## config.mk

```make
export PLATFORM = sky130hd
export DESIGN_NAME = uart_rx
export DESIGN_NICKNAME = d
export VERILOG_FILES = /design/src/rtl/uart_rx.sv
export SDC_FILE = /design/constraint.sdc
export NUM_CORES = 1
export LEC_CHECK = 0
export CAP_MARGIN = 25
export CORE_ASPECT_RATIO = 2
export CORE_MARGIN = 4
export CORE_UTILIZATION = 50
export DETAILED_ROUTE_END_ITERATION = 6
export GPL_TIMING_DRIVEN = 0
export PLACE_DENSITY = 0.72
export SYNTH_ARGS = -nofsm -noshare
export SYNTH_HDL_FRONTEND = slang
export SYNTH_SLANG_ARGS = --single-unit
```

## constraint.sdc

```tcl
create_clock -name clk -period 2.45 [get_ports clk]
set_clock_uncertainty 0.05 [all_clocks]
set_input_delay 0.245 -clock clk [delete_from_list [all_inputs] [get_ports clk]]
set_output_delay 0.245 -clock clk [all_outputs]
set_load 0.02 [all_outputs]
```

## src/rtl/uart_rx.sv

```systemverilog
// uart_rx: oversampling-free UART receiver with start validation, framing/overrun flags and valid/ready output
module uart_rx #(
  parameter int CLK_FREQ   = 100_000_000,
  parameter int BAUD_RATE  = 115200,
  parameter int DATA_WIDTH = 8
) (
  input  logic                  clk,
  input  logic                  rst,
  input  logic                  rx_i,
  input  logic                  ready_i,
  output logic [DATA_WIDTH-1:0] data_o,
  output logic                  valid_o,
  output logic                  frame_err_o,
  output logic                  overrun_o,
  output logic                  busy_o
);
  localparam int BAUD_DIV = CLK_FREQ / BAUD_RATE;
  localparam int HALF_DIV = BAUD_DIV / 2;
  localparam int CW       = $clog2(BAUD_DIV);
  localparam int BW       = $clog2(DATA_WIDTH) + 1;

  if (BAUD_DIV < 4) begin : g_bad_div
    $error("uart_rx: BAUD_DIV must be at least 4");
  end
  if (DATA_WIDTH < 1 || DATA_WIDTH > 16) begin : g_bad_width
    $error("uart_rx: DATA_WIDTH must be 1..16");
  end

  typedef enum logic [2:0] {S_IDLE, S_START, S_DATA, S_STOP, S_BRK} state_t;

  state_t                r_state, w_next;
  logic                  r_s1, r_rx;
  logic [CW-1:0]         r_cnt;
  logic [BW-1:0]         r_bits;
  logic [DATA_WIDTH-1:0] r_shift;
  logic                  r_done;
  logic                  w_half, w_full, w_bit, w_ok, w_err, w_hold;

  assign w_half = r_cnt == CW'(HALF_DIV - 1);
  assign w_full = r_cnt == CW'(BAUD_DIV - 1);
  assign w_hold = valid_o && !ready_i;
  assign busy_o = r_state != S_IDLE;

  // two-flop synchroniser, idles high so reset does not look like a start edge
  always_ff @(posedge clk or posedge rst)
    if (rst) {r_s1, r_rx} <= 2'b11;
    else     {r_s1, r_rx} <= {rx_i, r_s1};

  // state register
  always_ff @(posedge clk or posedge rst)
    if (rst) r_state <= S_IDLE;
    else     r_state <= w_next;

  // next state and sample strobes
  always_comb begin
    w_next = r_state;
    w_bit  = 1'b0;
    w_ok   = 1'b0;
    w_err  = 1'b0;
    case (r_state)
      S_IDLE:  if (!r_rx) w_next = S_START;
      S_START: if (w_half) w_next = r_rx ? S_IDLE : S_DATA;
      S_DATA:  if (w_full) begin
        w_bit = 1'b1;
        if (r_bits == BW'(DATA_WIDTH - 1)) w_next = S_STOP;
      end
      S_STOP:  if (w_full) begin
        w_ok   = r_rx;
        w_err  = !r_rx;
        w_next = r_rx ? S_IDLE : S_BRK;
      end
      S_BRK:   if (r_rx) w_next = S_IDLE;
      default: w_next = S_IDLE;
    endcase
  end

  // baud counter aligned to the start edge and restarted every bit; bit counter lives only in DATA
  always_ff @(posedge clk or posedge rst)
    if (rst) begin
      r_cnt  <= '0;
      r_bits <= '0;
    end else begin
      r_cnt  <= (w_next != r_state || w_bit) ? '0 : r_cnt + 1'b1;
      r_bits <= (r_state != S_DATA) ? '0 : (w_bit ? r_bits + 1'b1 : r_bits);
    end

  // LSB-first data arrives at the MSB and shifts right
  always_ff @(posedge clk or posedge rst)
    if (rst)        r_shift <= '0;
    else if (w_bit) r_shift <= DATA_WIDTH'({r_rx, r_shift} >> 1);

  // output handshake: a completing handshake frees the slot for a word landing in the same cycle
  always_ff @(posedge clk or posedge rst)
    if (rst) begin
      r_done      <= 1'b0;
      data_o      <= '0;
      valid_o     <= 1'b0;
      frame_err_o <= 1'b0;
      overrun_o   <= 1'b0;
    end else begin
      r_done      <= w_ok;
      frame_err_o <= w_err;
      overrun_o   <= r_done && w_hold;
      if (r_done && !w_hold) begin
        data_o  <= r_shift;
        valid_o <= 1'b1;
      end else if (valid_o && ready_i) valid_o <= 1'b0;
    end
endmodule

```

==> impl_metrics.csv, run 1 <==
group,metric,value,unit
placement,dp_hpwl,2200,µm
global_routing,grt_pass1_wl,5650,µm
yosys,postSynthCellCount,148,
timing,tightest_slew,0.770,ns
clocking,path_clk_slew,0.07,ns
critical_path,required,2.57,ns
drt,routed_wl,3300,µm
global_routing,grt_max_degree,40,
power,pwr-share-seq,50.1,%
outcome,status,"complete, no violations",
clocking,cts_tree,"yes",
global_routing,grtUsageMet1,17.1,%
placement,placed_cells,195,
global_routing,grtUsageMet2,29.2,%
power,power,1.29,mW
yosys,syn_avg_cell_area,11.9,µm²
hold_path,hold_path_class,"reg -> reg",
layout,antennaDiodeCount,0,
power,clkPwrFrac,48.3,%
power,switching_share,18.0,%
global_routing,antenna_found_initial,0,
clocking,cts_buffer_depth,2,
yosys,synthArstFlopShare,100,%
critical_path,r2r-start,"r_cnt[1]$_DFF_PP0_",
critical_path,crit_path_max_incr_delay,0.57,ns
timing,finalCritPeriodShare,96.0,%
yosys,ys_types,31,
drt,num_vias,1201,
yosys,synth_edf_count,0,
die,io_pins,16,
yosys,synthFlopType,"dfrtp_1",
placement,io_buffer_count,15,
drt,first_iter_violations,39,
clocking,clk_latency,0.29,ns
drt,routedWlPerCell,15.4,µm
timing,slew_headroom,48.6,%
clocking,numCtsBuffers,5,
die,initial_core_util,52.0,%
die,die_w,49.9,µm
critical_path,rrSetupSlack,0.1,ns
power,switchingPower,0.233,mW
critical_path,ff2ff_path_depth,7,
drt,final_antenna_net_count,0,
die,rows,30,
global_routing,overflow,0,
global_routing,top_usage_layer,"met2",
power,p_comb_share,1.6,%
critical_path,regToRegEndpoint,"r_cnt[4]$_DFF_PP0_",
layout,mostFrequentLayoutCell,"dfrtp_1",
yosys,ys_ff_latch,39,
clocking,ctsHtreeMaxLevel,2,
global_routing,grtUsageTotal,16.4,%
layout,area_growth,28.0,%
critical_path,critPathArrivalTime,2.47,ns
power,powerDensity,574,nW/µm²
yosys,yosysWarnings,0,
clocking,cts_sinks,39,
layout,drive_gt1_share,30.8,%
timing,fin_crit,2.35,ns
job,cap_violations,0,
global_routing,gr-usage-met3,2.60,%
clocking,hold_buffers,0,
timing,holdWs,0.306,ns
drt,post_drt_via_cell_ratio,5.61,
critical_path,slowest_stage,"or4_4",
power,p_leak,0.976,nW
die,die_y,91.9,µm
timing,finalSetupViolations,0,
critical_path,worstSetupEndpointType,"flop",
critical_path,cp_cell_sequence,"ha_4 > nand4bb_4 > or4_4 > or3_4 > a32oi_4 > buf_6 > nor3_1",
critical_path,setup.worst_path.class,"reg -> reg",
layout,instances_no_fill,214,
critical_path,cp-startpoint,"r_cnt[1]$_DFF_PP0_",
layout,layout.nets,188,
critical_path,cp-start-kind,"flop",
power,peakVddDrop,0.510,mV
critical_path,cp_max_fo,5,
power,p_int,1.06,mW
timing,final_hold_viol_count,0,
timing,drv_slew,0,
timing,max_clock_freq,425,MHz
yosys,synth_fp_nets,155,
global_routing,grt_pass1_vias,1249,
drt,dr.pass1.iters,4,
placement,gp_congestion,0.887,
critical_path,critical_path.endpoint,"r_cnt[4]$_DFF_PP0_",
layout,layout_common_cells,"dfrtp_1 (36), mux2_2 (15), clkdlybuf4s50_1 (15)",
yosys,seq_area_frac_synth,55.7,%
layout,nFillCells,233,
yosys,syn-cell-area,1760,µm²
die,coreArea,3380,µm²
clocking,cts_root_buf,"clkbuf_8",
die,dieArea,4590,µm²
timing,rsz0062_at_grt,"false",
drt,drc,0,
[repair_timing]
action	CTS	global route
pin swaps	5	6
endpoints found under the setup margin	10	10
setup buffers	9	5
gates cloned	1	0
gates resized for setup	11	3
[power by group through the flow]
stage | logic, mW | clock network [mW] | registers (mW)
after floorplan | 0.0127 | 0 | 0.660
after global placement | 0.0206 | 0 | 0.660
after detailed placement | 0.0210 | 0 | 0.660
after CTS | 0.0217 | 0.633 | 0.648
after global routing | 0.0238 | 0.660 | 0.648
final | 0.0208 | 0.624 | 0.648
[final cells by class]
cell class                      instances  area [µm²]  area share [%]
Inverter                                7        26.3            1.17
Clock inverter                          2        60.1            2.67
Multi-Input combinational cell         99         796            35.4
Timing Repair Buffer                   28         268            11.9
Clock buffer                            6        72.6            3.23
Buffer                                  1        7.51           0.334
Sequential cell                        39         980            43.5
Tap cell                               32        40.0            1.78
[logic make-up after synthesis]
family | after synthesis | share of synthesized area, %
compound gates | 9 | 4.77
xor+xnor | 11 | 5.48
fa+ha+maj | 3 | 2.14
mux | 16 | 10.2
buf+inv | 10 | 3.20
simple gates | 60 | 18.6
flops | 39 | 55.7
[cell usage after synthesis, types with 3 or more instances]
cell / count / area [µm²]
o21ai_0: 3 / 15.0
nor3_1: 15 / 75.1
nor2_1: 14 / 52.6
xnor2_1: 5 / 43.8
ha_1: 3 / 37.5
mux2_2: 15 / 169
nand4_1: 3 / 18.8
dfrtp_1: 37 / 926
nand3_1: 5 / 25.0
inv_1: 7 / 26.3
xor2_1: 6 / 52.6
nand2_1: 10 / 37.5
[worst min path at each step]
| stage | start | to | slack, ns | depth (start not counted) |
|---|---|---|---|---|
| 6_report | r_s1$_DFF_PP1_ | r_rx$_DFF_PP1_ | 0.31 | 0 |
| 5_1_grt | rx_i | r_s1$_DFF_PP1_ | 0.30 | 1 |
| 4_1_cts | rx_i | r_s1$_DFF_PP1_ | 0.30 | 1 |
| 3_5_place_dp | r_s1$_DFF_PP1_ | r_rx$_DFF_PP1_ | 0.30 | 0 |
| 3_3_place_gp | r_s1$_DFF_PP1_ | r_rx$_DFF_PP1_ | 0.30 | 0 |
| 2_1_floorplan | rx_i | r_s1$_DFF_PP1_ | 0.20 | 0 |
[layer usage]
metal	vias up	part of all wire, %
met5	-	0
met3	7	2.8
li1	586	-
met4	0	3.1
met2	23	59
met1	585	35
[registers in the layout, summed over array words and instances (netlist names), 3 cells and up]
signal / count
r_cnt: 10
data_o: 8
r_shift: 8
r_bits: 4
r_state: 3
[worst max-delay path, delay by kind of cell, from the launching register on]
kind,cells,cell delay (ns)
buf+inv,1,0.16
compound gates,1,0.27
flops,1,0.42
fa+ha+maj,1,0.19
simple gates,4,1.13
[per-stage QoR]
step	area, µm²	utilization, %	worst slack (ns)	setup TNS, ns
after global placement	1950	57.7	-0.223	-2.16
final	2250	66.6	0.0992	0
after global routing	2250	66.6	0.0161	0
after CTS	2230	66.0	-0.0707	-0.639
after detailed placement	1950	57.7	-0.323	-3.00
after floorplan	1760	-	0.0463	0
(Power assumes the default switching activity.)
==> inputs of run 2 (changes only) <==
Settings changed: RECOVER_POWER set to 50.
Clock period 2.45 ns to 1.9 ns, I/O delays scaled along.
==> run 2 against run 1 <==
Net effect:
- the run now ends with setup timing left
- count of clock-buffer cells in the layout unchanged
- die area unchanged
- worst setup slack worse by 0.64 ns
- cell count rose by 1.4%
- hold slack improved by 0.0019 ns
- sequential share of layout area down 1.2 points
- fmax down 3.7%
- power up 21%
==> impl_metrics.csv, run 2 (synthesized netlist as in run 1, its figures left out) <==
group,metric,value,unit
clocking,cts_sinks,39,
drt,routed_wl,3590,µm
critical_path,r2r-start,"r_state[2]$_DFF_PP0_",
layout,layout_common_cells,"dfrtp_1 (35), mux2_2 (15), nor2_1 (14)",
power,p_comb_share,1.7,%
critical_path,cp-start-kind,"flop",
layout,layout.nets,191,
timing,slew_headroom,5.06,%
clocking,cts_root_buf,"clkbuf_8",
power,power,1.56,mW
timing,rsz0062_at_grt,"true",
clocking,path_clk_slew,0.07,ns
clocking,cts_tree,"yes",
critical_path,critical_path.endpoint,"r_cnt[3]$_DFF_PP0_",
placement,io_buffer_count,15,
die,die_w,49.9,µm
critical_path,regToRegEndpoint,"r_cnt[3]$_DFF_PP0_",
drt,dr.pass1.iters,4,
power,switching_share,19.2,%
global_routing,overflow,0,
power,pwr-share-seq,53.4,%
drt,drc,0,
layout,regMostFlops,"r_cnt",
timing,tightest_slew,1.42,ns
die,dieArea,4590,µm²
global_routing,grt_pass1_wl,5960,µm
drt,post_drt_via_cell_ratio,5.92,
power,peakVddDrop,0.643,mV
layout,area_growth,31.8,%
critical_path,cp_max_fo,5,
timing,fin_crit,2.44,ns
clocking,numCtsBuffers,5,
clocking,cts_buffer_depth,2,
die,die_y,91.9,µm
timing,finalCritPeriodShare,129,%
timing,layout_setup_ws,-0.542,ns
drt,num_vias,1284,
layout,antennaDiodeCount,0,
global_routing,grt_pass1_vias,1329,
die,initial_core_util,52.0,%
timing,max_clock_freq,409,MHz
clocking,ctsHtreeMaxLevel,2,
drt,routedWlPerCell,16.5,µm
layout,largest_register_ffs,10,
layout,reg_top3,"r_cnt (10), data_o (8), r_shift (8)",
outcome,status,"finished, violations left",
job,cap_violations,0,
timing,drv_slew,0,
power,p_leak,1.02,nW
die,rows,30,
global_routing,antenna_found_initial,0,
critical_path,critPathArrivalTime,2.57,ns
placement,dp_hpwl,2320,µm
global_routing,grt_max_degree,40,
layout,mostFrequentLayoutCell,"dfrtp_1",
die,coreArea,3380,µm²
power,p_int,1.26,mW
placement,gp_congestion,0.873,
hold_path,hold_path_class,"reg -> reg",
timing,final_hold_viol_count,0,
layout,instances_no_fill,217,
power,powerDensity,675,nW/µm²
power,switchingPower,0.300,mW
layout,drive_gt1_share,35.7,%
critical_path,setup.worst_path.class,"reg -> reg",
critical_path,ff2ff_path_depth,6,
critical_path,rrSetupSlack,-0.54,ns
critical_path,required,2.03,ns
power,clkPwrFrac,44.9,%
timing,finalSetupViolations,19,
drt,first_iter_violations,51,
clocking,hold_buffers,0,
clocking,clk_latency,0.29,ns
critical_path,worstSetupEndpointType,"flop",
global_routing,grtUsageTotal,17.3,%
die,io_pins,16,
placement,placed_cells,195,
outcome,violations,"setup timing",
drt,final_antenna_net_count,0,
critical_path,cp-startpoint,"r_state[2]$_DFF_PP0_",
-- run 2: cell count changes in the layout (fill, tap and decap cells not counted), sizes merged --
cell / previous run / this run
buf: 14 / 18
clkdlybuf4s50: 15 / 12
dlygate4sd3: 0 / 2
bufinv: 2 / 1
clkinv: 0 / 1
-- run 2: routing by layer --
layer	routed length (µm)	up-vias	track usage, %
met3	186	11	3.09
li1	-	591	-
met1	1160	640	16.0
met2	2130	42	33.7
met4	110	0	9.01
met5	0	-	0
-- run 2: how the worst min path moves through the flow --
stage                   start        endpoint  cells after the start
3_5_place_dp   r_s1$_DFF_PP1_  r_rx$_DFF_PP1_                      0
6_report       r_s1$_DFF_PP1_  r_rx$_DFF_PP1_                      0
2_1_floorplan            rx_i  r_s1$_DFF_PP1_                      0
4_1_cts                  rx_i  r_s1$_DFF_PP1_                      1
5_1_grt        r_s1$_DFF_PP1_  r_rx$_DFF_PP1_                      0
3_3_place_gp   r_s1$_DFF_PP1_  r_rx$_DFF_PP1_                      0
-- run 2: critical path: stages, from the launching register on --
cell     delay, ns
dfrtp_1       0.41
or3b_4        0.41
or4_4         0.54
or3_4         0.42
a32oi_4       0.27
buf_6         0.19
nor3_2        0.04
-- run 2: metrics by stage --
step	cell area (µm²)	utilization [%]	hold WS [ns]	TNS, ns	worst slack (ns)
floorplan	1760	-	0.144	-4.79	-0.494
global placement	1950	57.8	0.296	-8.81	-0.763
detailed placement	1950	57.8	0.299	-11.75	-0.917
CTS	2230	66.1	0.251	-4.88	-0.492
global route	2320	68.6	0.315	-8.86	-0.606
finish	2320	68.6	0.308	-6.47	-0.542
-- run 2: cell type report --
class | instances | area, µm²
Inverter | 7 | 26.3
Timing Repair Buffer | 31 | 293
Clock inverter | 2 | 35.0
Buffer | 1 | 7.51
Multi-Input combinational cell | 99 | 852
Sequential cell | 39 | 981
Fill cell | 240 | 1060
Clock buffer | 6 | 82.6
Tap cell | 32 | 40.0
-- run 2: power by group through the flow --
stage               clock, mW  sequential (mW)  combinational, mW
floorplan                   0            0.851             0.0164
global placement            0            0.851             0.0266
detailed placement          0            0.852             0.0276
CTS                     0.717            0.835             0.0283
global route            0.758            0.835             0.0302
finish                  0.703            0.836             0.0262
-- run 2: timing repair --
| action | in CTS | in global routing |
|---|---|---|
| gates cloned | 1 | 0 |
| resized for setup | 13 | 17 |
| buffers inserted | 11 | 6 |
| pin swaps | 2 | 9 |
| setup endpoints to repair | 26 | 21 |
